[src/rtl/vga_vram_scanner.sv]
`default_nettype none
// ============================================================================
// Module   : vga_vram_scanner
// Purpose  : 640x480@60 VGA timing generator and VRAM scanner. Drives the
//            shared 14-bit read address of three 1-bit VRAM ROMs (one-clock
//            read latency), upscales the 128x96 stored image by SCALE in both
//            axes, and produces aligned active-low syncs and 4-bit colours.
// Ports    : clk          in   system clock (also clocks the VRAMs)
//            reset        in   synchronous, active-high reset
//            vram_addr    out  [13:0] read address = {row[6:0], col[6:0]}
//            vram_r/g/b   in   1-bit VRAM data, one clk after the address
//            hsync/vsync  out  active-low syncs
//            vga_r/g/b    out  [3:0] colour outputs
//            frame_start  out  one-clk pulse as output pixel (0,0) appears
// Options  : define VGA_TEST_PATTERN_EN to replace VRAM colour with a
//            checkerboard of 8x8 stored-pixel squares (address still runs).
// Revision : 1.0  initial release
// ============================================================================
module vga_vram_scanner #(
    parameter int CLK_DIV  = 4,
    parameter int H_ACTIVE = 640,
    parameter int H_FP     = 16,
    parameter int H_SYNC   = 96,
    parameter int H_BP     = 48,
    parameter int V_ACTIVE = 480,
    parameter int V_FP     = 10,
    parameter int V_SYNC   = 2,
    parameter int V_BP     = 33,
    parameter int SCALE    = 5
) (
    input  logic        clk,
    input  logic        reset,
    output logic [13:0] vram_addr,
    input  logic        vram_r,
    input  logic        vram_g,
    input  logic        vram_b,
    output logic        hsync,
    output logic        vsync,
    output logic [3:0]  vga_r,
    output logic [3:0]  vga_g,
    output logic [3:0]  vga_b,
    output logic        frame_start
);

    localparam int c_H_TOTAL = H_ACTIVE + H_FP + H_SYNC + H_BP;
    localparam int c_V_TOTAL = V_ACTIVE + V_FP + V_SYNC + V_BP;
    localparam int c_DW      = $clog2(CLK_DIV);
    localparam int c_HW      = $clog2(c_H_TOTAL);
    localparam int c_VW      = $clog2(c_V_TOTAL);
    localparam int c_SW      = (SCALE > 1) ? $clog2(SCALE) : 1;
    localparam int c_COLS    = (c_H_TOTAL + SCALE - 1) / SCALE;
    localparam int c_ROWS    = (c_V_TOTAL + SCALE - 1) / SCALE;
    // col/row keep running through blanking, so they may need more than the
    // 7 bits that reach the address; never narrower than 7.
    localparam int c_CW      = ($clog2(c_COLS) > 7) ? $clog2(c_COLS) : 7;
    localparam int c_RW      = ($clog2(c_ROWS) > 7) ? $clog2(c_ROWS) : 7;

    localparam logic [c_DW-1:0] c_DIV_LAST = c_DW'(CLK_DIV - 1);
    localparam logic [c_HW-1:0] c_H_LAST   = c_HW'(c_H_TOTAL - 1);
    localparam logic [c_HW-1:0] c_H_ACT    = c_HW'(H_ACTIVE);
    localparam logic [c_HW-1:0] c_HS_FIRST = c_HW'(H_ACTIVE + H_FP);
    localparam logic [c_HW-1:0] c_HS_LAST  = c_HW'(H_ACTIVE + H_FP + H_SYNC - 1);
    localparam logic [c_VW-1:0] c_V_LAST   = c_VW'(c_V_TOTAL - 1);
    localparam logic [c_VW-1:0] c_V_ACT    = c_VW'(V_ACTIVE);
    localparam logic [c_VW-1:0] c_VS_FIRST = c_VW'(V_ACTIVE + V_FP);
    localparam logic [c_VW-1:0] c_VS_LAST  = c_VW'(V_ACTIVE + V_FP + V_SYNC - 1);
    localparam logic [c_SW-1:0] c_SUB_LAST = c_SW'(SCALE - 1);

    // ------------------------------------------------------------------
    // Pixel-rate divider
    // ------------------------------------------------------------------
    logic [c_DW-1:0] r_div;
    logic            w_tick;

    assign w_tick = (r_div == c_DIV_LAST);

    // ------------------------------------------------------------------
    // Stage-0 counters and their next-state values
    // ------------------------------------------------------------------
    logic [c_HW-1:0] r_hcnt, w_hcnt_nxt;
    logic [c_VW-1:0] r_vcnt, w_vcnt_nxt;
    logic [c_SW-1:0] r_hsub, w_hsub_nxt;
    logic [c_SW-1:0] r_vsub, w_vsub_nxt;
    logic [c_CW-1:0] r_col,  w_col_nxt;
    logic [c_RW-1:0] r_row,  w_row_nxt;
    logic            w_h_wrap, w_v_wrap, w_hsub_wrap, w_vsub_wrap;
    logic            w_active_nxt;

    always_comb begin
        w_h_wrap    = (r_hcnt == c_H_LAST);
        w_v_wrap    = (r_vcnt == c_V_LAST);
        w_hsub_wrap = (r_hsub == c_SUB_LAST);
        w_vsub_wrap = (r_vsub == c_SUB_LAST);

        w_hcnt_nxt  = w_h_wrap ? '0 : r_hcnt + 1'b1;
        w_hsub_nxt  = (w_h_wrap || w_hsub_wrap) ? '0 : r_hsub + 1'b1;
        w_col_nxt   = w_h_wrap ? '0 : (w_hsub_wrap ? r_col + 1'b1 : r_col);

        w_vcnt_nxt  = r_vcnt;
        w_vsub_nxt  = r_vsub;
        w_row_nxt   = r_row;
        if (w_h_wrap) begin
            w_vcnt_nxt = w_v_wrap ? '0 : r_vcnt + 1'b1;
            w_vsub_nxt = (w_v_wrap || w_vsub_wrap) ? '0 : r_vsub + 1'b1;
            w_row_nxt  = w_v_wrap ? '0 : (w_vsub_wrap ? r_row + 1'b1 : r_row);
        end

        w_active_nxt = (w_hcnt_nxt < c_H_ACT) && (w_vcnt_nxt < c_V_ACT);
    end

    // ------------------------------------------------------------------
    // Stage-0 decode of the current pixel
    // ------------------------------------------------------------------
    logic w_active, w_hs_n, w_vs_n;
    logic w_pix_r, w_pix_g, w_pix_b;

    assign w_active = (r_hcnt < c_H_ACT) && (r_vcnt < c_V_ACT);
    assign w_hs_n   = !((r_hcnt >= c_HS_FIRST) && (r_hcnt <= c_HS_LAST));
    assign w_vs_n   = !((r_vcnt >= c_VS_FIRST) && (r_vcnt <= c_VS_LAST));

`ifdef VGA_TEST_PATTERN_EN
    logic w_square;
    logic w_unused_vram;

    assign w_square      = r_col[3] ^ r_row[3];
    assign w_pix_r       = w_square;
    assign w_pix_g       = w_square;
    assign w_pix_b       = !w_square;
    assign w_unused_vram = vram_r ^ vram_g ^ vram_b;
`else
    // The address for the current pixel was issued on the previous tick,
    // so the ROM outputs have been stable for CLK_DIV-1 clocks here.
    assign w_pix_r = vram_r;
    assign w_pix_g = vram_g;
    assign w_pix_b = vram_b;
`endif

    // ------------------------------------------------------------------
    // Registers
    // ------------------------------------------------------------------
    logic [13:0] r_vram_addr;
    logic        r_hsync, r_vsync, r_frame_start;
    logic [3:0]  r_vga_r, r_vga_g, r_vga_b;

    always_ff @(posedge clk) begin
        if (reset) begin
            r_div         <= '0;
            r_hcnt        <= '0;
            r_vcnt        <= '0;
            r_hsub        <= '0;
            r_vsub        <= '0;
            r_col         <= '0;
            r_row         <= '0;
            r_vram_addr   <= '0;
            r_hsync       <= 1'b1;
            r_vsync       <= 1'b1;
            r_vga_r       <= 4'h0;
            r_vga_g       <= 4'h0;
            r_vga_b       <= 4'h0;
            r_frame_start <= 1'b0;
        end else begin
            r_div         <= w_tick ? '0 : r_div + 1'b1;
            // High for the one clk that follows the tick registering (0,0).
            r_frame_start <= w_tick && (r_hcnt == '0) && (r_vcnt == '0);
            if (w_tick) begin
                r_hcnt      <= w_hcnt_nxt;
                r_vcnt      <= w_vcnt_nxt;
                r_hsub      <= w_hsub_nxt;
                r_vsub      <= w_vsub_nxt;
                r_col       <= w_col_nxt;
                r_row       <= w_row_nxt;
                // Address follows the counters so it names the pixel they hold.
                r_vram_addr <= w_active_nxt ? {w_row_nxt[6:0], w_col_nxt[6:0]} : 14'd0;
                r_hsync     <= w_hs_n;
                r_vsync     <= w_vs_n;
                r_vga_r     <= w_active ? {4{w_pix_r}} : 4'h0;
                r_vga_g     <= w_active ? {4{w_pix_g}} : 4'h0;
                r_vga_b     <= w_active ? {4{w_pix_b}} : 4'h0;
            end
        end
    end

    assign vram_addr   = r_vram_addr;
    assign hsync       = r_hsync;
    assign vsync       = r_vsync;
    assign vga_r       = r_vga_r;
    assign vga_g       = r_vga_g;
    assign vga_b       = r_vga_b;
    assign frame_start = r_frame_start;

endmodule
`default_nettype wire

[config.mk]
export PLATFORM = sky130hd
export DESIGN_NAME = vga_vram_scanner
export DESIGN_NICKNAME = d
export VERILOG_FILES = /design/src/rtl/vga_vram_scanner.sv
export SDC_FILE = /design/constraint.sdc
export NUM_CORES = 1
export LEC_CHECK = 0
export BUFFER_PORTS_ARGS = -buffer_cell sky130_fd_sc_hd__buf_2
export CAP_MARGIN = 20
export CORE_MARGIN = 2
export CORE_UTILIZATION = 25
export DETAILED_ROUTE_END_ITERATION = 12
export PLACE_DENSITY = 0.52
export SYNTH_ARGS = -nofsm -noshare
export SYNTH_HDL_FRONTEND = slang
export SYNTH_SLANG_ARGS = --single-unit
[constraint.sdc]
create_clock -name clk -period 2.6 [get_ports clk]
set_input_delay 0.26 -clock clk [delete_from_list [all_inputs] [get_ports clk]]
set_output_delay 0.26 -clock clk [all_outputs]
set_load 0.05 [all_outputs]
* After elaboration in Yosys (flattened, before gate mapping)
Cells that the tools add are included.
** Operators by class
- Reduce and logical (&&, ||, !) cells :: 16
- $lt $le $gt $ge :: 8
- Eq/ne operators :: 5
- $add $sub $neg :: 7
- Muxes and demuxes :: 14
** Operators with widths (count)
- 10-bit 2-to-1 mux :: 3
- 7-bit 2-to-1 mux :: 3
- 10-bit by 1-bit adder with 10-bit output, second input constant :: 2
- 10-bit == test, second input constant :: 2
- 10-bit logical NOT :: 2
- 10-bit less-than comparator, second input constant :: 2
- 10-bit by 9-bit less-than comparator with 1-bit output, second input constant :: 2
- 8-bit 2-to-1 mux :: 2
- 14-bit 2-to-1 mux :: 1
- 4-bit 2-to-1 mux :: 3
- 10-bit greater-or-equal comparator, second input constant :: 1
- 10-bit by 9-bit greater-or-equal comparator with 1-bit output, second input constant :: 1
- 10-bit less-or-equal comparator, second input constant :: 1
- 10-bit by 9-bit less-or-equal comparator with 1-bit output, second input constant :: 1
- 8-bit by 1-bit adder with 8-bit output, second input constant :: 1
- 7-bit by 1-bit adder with 7-bit output, second input constant :: 1
- 3-bit by 1-bit adder with 3-bit output, second input constant :: 2
- 3-bit == test, second input constant :: 2
- 1-bit logical AND :: 6
- 3-bit 2-to-1 mux :: 2
- 2-bit AND reduction :: 2
- 2-bit by 1-bit adder with 2-bit output, second input constant :: 1
- 2-bit == test, second input constant :: 1
- 1-bit logical NOT :: 2
- other kinds (3) :: 4
** Word-level totals
- Output and inout bits :: 29
- Input port bits :: 5
- Register bits :: 72
- Word-level logic and storage cells :: 65

* Longest topological paths before layout
- Word-level depth :: 6
- Gate-level depth with buffers :: 9
- Mapped depth without buffers :: 8

* Least setup slack after synthesis
No wires, ideal clock.
- Kind :: register to register
- From :: reg r_hcnt[0]
- To :: reg r_vram_addr[1], in the netlist vram_addr[1]
- Stages on the path, launching flop included :: 10
- Setup time :: 0.117 ns
- Data arrival time :: 2.118 ns
- Period minus slack after synthesis :: 2.235 ns
- Data required time :: 2.483 ns
- Path buffers :: 2
- Setup slack :: 0.365 ns
- Cells stage by stage :: dfxtp_1 -> ha_1 -> and3_1 -> buf_2 -> nand4_2 -> or4_1 -> a21oi_1 -> a311oi_2 -> buf_6 -> a22o_1
** On the way
- Cells in the longest elaborated chain, start to end :: 5
- Elaborated cells between the ends (all ways) :: 9
- Those cells by class :: add/sub (1); order compare (2); eq/ne (1); mux (4); reduce/logical (1)
** RTL lines
- start, declared :: line 80 : logic [c_HW-1:0] r_hcnt, w_hcnt_nxt;
- start signal, assigned :: line 166 : r_hcnt <= w_hcnt_nxt;
- 10-bit by 1-bit adder with 10-bit output / 10-bit == test (equally long branches) :: line 95, 90
- 10-bit 2-to-1 mux, on equally long branches :: line 95, 102
- 10-bit less-than comparator / 10-bit by 9-bit less-than comparator with 1-bit output (equally long branches) :: line 108 : w_active_nxt = (w_hcnt_nxt < c_H_ACT) && (w_vcnt_nxt < c_V_ACT);
- 1-bit logical AND :: line 108
- 14-bit 2-to-1 mux * :: line 173 : r_vram_addr <= w_active_nxt ? {w_row_nxt[6:0], w_col_nxt[6:0]} : 14'd0;
- end signal, assigned :: line 173
- end, declared :: line 141 : logic [13:0] r_vram_addr;
Every way passes the cells marked *; elsewhere a longest branch is shown, timed or not.
A chain may end at the register's enable or synchronous reset.

* Worst setup path after layout
- From :: reg r_hcnt[1]
- To :: reg r_vram_addr[7], in the netlist vram_addr[7]
The elaborated chain is that of the path after synthesis.

==> impl_results.md <==
- Status: finished, final reports clean
- Clock power frac: about half
- Cells after Synth: 347
- Sequential area share after synthesis: 41.1%
- Final hold vios: 0
- Die Y: 114 microns
- Async SR Flop Fraction: 0%
- Cts bufs inserted: 9
- Vias: roughly 2.7k
- Worst path cell trace: ha_1 > and3_2 > nand4_2 > buf_4 > or4_1 > a21oi_2 > a311oi_4 > buf_12 > a32o_1
- Least-Margin Pin Slew: 0.466 ns
- Area contributors post-synth: dfxtp_1, a22o_1, ha_1
- Gp weighted congestion: 0.888
- First-pass GRT wire length: 12700 microns
- Most frequent cells in the layout: dfxtp_1, buf_2, nor2_1
- Largest net degree at the start of global routing: 38
- Crit-path leading delay family: simple AND/OR/NAND/NOR gates
- Unrepaired setup endpoints after global routing: no
- Post-synthesis register bit count: 62
- Sw frac: between 20% and 30%
- FMAX: 0.410 GHz
- Die span in x: approximately 110 microns
- Setup TNS: 0 ns
- Antenna-violating nets left: 0
- H-tree depth: 3
- Share of the synthesized area in the top cell type: 41.1%
- CTS tree: built
- Critical Path Source Type: flip-flop
- Vias in the first global route: 2612
- Mean post-synth cell area: approximately 8.7 sq um
- Clock Path Buffers: 2
- Share of cells above drive strength 1: 22.3%
- Seq pwr share: between 40% and 50%
- Syn_nets: roughly 360
- Total of max-cap violations: 0
- IO buf count: 33
- Worst EP arrival: 2.66 ns
- Worst path bufs/invs: 2
- Placed Cells: 529
- Post-detailed-route DRC marker count: 0
- Die area: around 0.013 sq mm
- Crit Path Category: reg -> reg
- Total Routing Usage GR: 12.5%
- Clock Latency Late Sink: ~0.33 ns
- Crit Path Max Fanout: 14
- CP Capture Type: flip-flop
- Filler Cell Count: 1262
- TritonRoute pass-1 iters: 4
- Starting Density: 25.3%
- Overflow after GRT: 0
- Boundary Pins: 34
- Std cell rows: 40
- Slew headroom: between 60% and 70%
- CTS Root Cell: clkbuf_16
- Final-stage net count: 410
- Fin cells: between 500 and 600
- Dominant cell type by area after synthesis: dfxtp_1
- Final setup violation count: 0
- Post-synth top flop: dfxtp_1
- Cell Area, Synth: 0.00302 sq mm
- Final Max Slew Viols: 0
- Vias per cell: 4.87
- Sink Count: 62
- DP HPWL: 5380 microns
- Final core occ: 31.7%
- Count of cell types in the netlist: 48
- Slowest stage delay, CP: around 0.50 ns
- Min Tclk post-route: approximately 2.4 ns
- Period utilisation layout: 93.9%
- PwrDens: 591 mW/mm^2
- Clock slew at reported path FFs: 0.06 ns
- Int Power: 1.69 mW
- Setup Skew: 0.00737 ns
- Most common cell after layout, fill and taps aside: dfxtp_1
- Wire length per cell: 13.8 microns
- Combinational cell fraction of total power: 5.0%
- DRT Wirelength: 7530 microns
- Req. time, crit path: roughly 2.8 ns
- ANT cells: 0
- Net Switching: 537 uW
- EDFF count, synth: 0
- Yosys warns: 0
- Initial DRC count: 121
- Leak Pwr: 1.59 nW
- Worst Hold Class: in -> reg
- Initial antenna violation count: 0
- Synth-to-layout area growth: 24.9%
- Peak supply drop: 0.000262 V
- Slowest CP cell: or4_1
- Core ar.: 0.0119 sq mm
==> metal layers <==
metal  vias to the layer above  track usage [%]  wire length [microns]
met1                      1258             15.1                   3420
met2                        43             21.2                   3790
met4                         0             3.98                     59
met5                         -                0                      0
met3                         7             3.72                    256
li1                       1351                -                      -
==> state kept, by name, summed over array words and instances (netlist names), 2 cells and up <==
signal and cells:
r_vcnt 10, r_vsub 3, r_hcnt 10, r_col 7
vram_addr 14, r_row 7, r_div 2, r_hsub 3
==> synthesized netlist by cell type, types with 2 or more instances <==
library cell	count
a21oi_1	15
o21ai_1	2
xor2_1	14
xnor2_1	7
nand2_1	23
nor2b_1	3
clkbuf_1	10
or3_1	3
a21o_1	13
and2_1	2
a32o_1	3
a31oi_1	2
buf_6	2
buf_4	9
and4_1	2
o21ai_0	18
inv_1	9
and3_1	11
nand4_1	12
dfxtp_1	62
ha_1	11
nor3_1	15
a22o_1	17
nor4_1	3
nand3_1	23
buf_2	3
nor2_1	32
==> power by group through the flow <==
stage	sequential, mW	clock, mW	combinational, mW
final	0.967	1.15	0.112
after global routing	0.968	1.23	0.124
after CTS	0.967	1.18	0.114
after detailed placement	0.988	0	0.113
after global placement	0.987	0	0.113
after floorplan	0.996	0	0.0774
==> worst paths after layout <==
| check | slack, ns | start | depth (start not counted) | to |
|---|---|---|---|---|
| min | 0.14 | vram_g | 2 | vga_g[2] |
| max | 0.16 | r_hcnt[1] | 9 | vram_addr[7] |
| min reg2reg | 0.43 | r_div[0] | 1 | r_div[0] |
| max reg2reg | 0.16 | r_hcnt[1] | 9 | vram_addr[7] |
==> timing repair <==
| item | in CTS | in global routing |
|---|---|---|
| setup endpoints to repair | 14 | 14 |
| resized for setup | 3 | 3 |
| pin swaps | 0 | 1 |
| setup buffers | 0 | 1 |
| hold buffers | 0 | 0 |
==> cell families (layout without fill, tap and decap cells) <==
family,Yosys count,count (layout),share of synthesized area [%]
fa+ha+maj,11,11,4.56
buf+inv,34,86,5.97
compound gates,80,80,18.3
xor+xnor,21,21,6.09
flops,62,62,41.1
simple gates,139,139,24.0
==> stage by stage <==
stage,power [mW],setup WS (ns),instance area (sq um),hold WS [ns]
detailed placement,1.10,-0.201,3430,0.426
global placement,1.10,-0.0160,3430,0.412
CTS,2.26,0.0286,3740,0.138
global route,2.32,0.0236,3770,0.153
floorplan,1.07,0.365,3020,0.386
finish,2.23,0.158,3770,0.140
==> cell type report <==
cell class                 instances  area (sq um)  share of cell area (%)
tap                              147           184                    4.88
multi-input combinational        251          1630                    43.2
clock buffer                      11           253                    6.70
inverter                           9          33.8                   0.896
clock inverter                     5          41.3                    1.09
timing repair buffer              61           388                    10.3
sequential                        62          1240                    32.9
(Power assumes the default switching activity.)
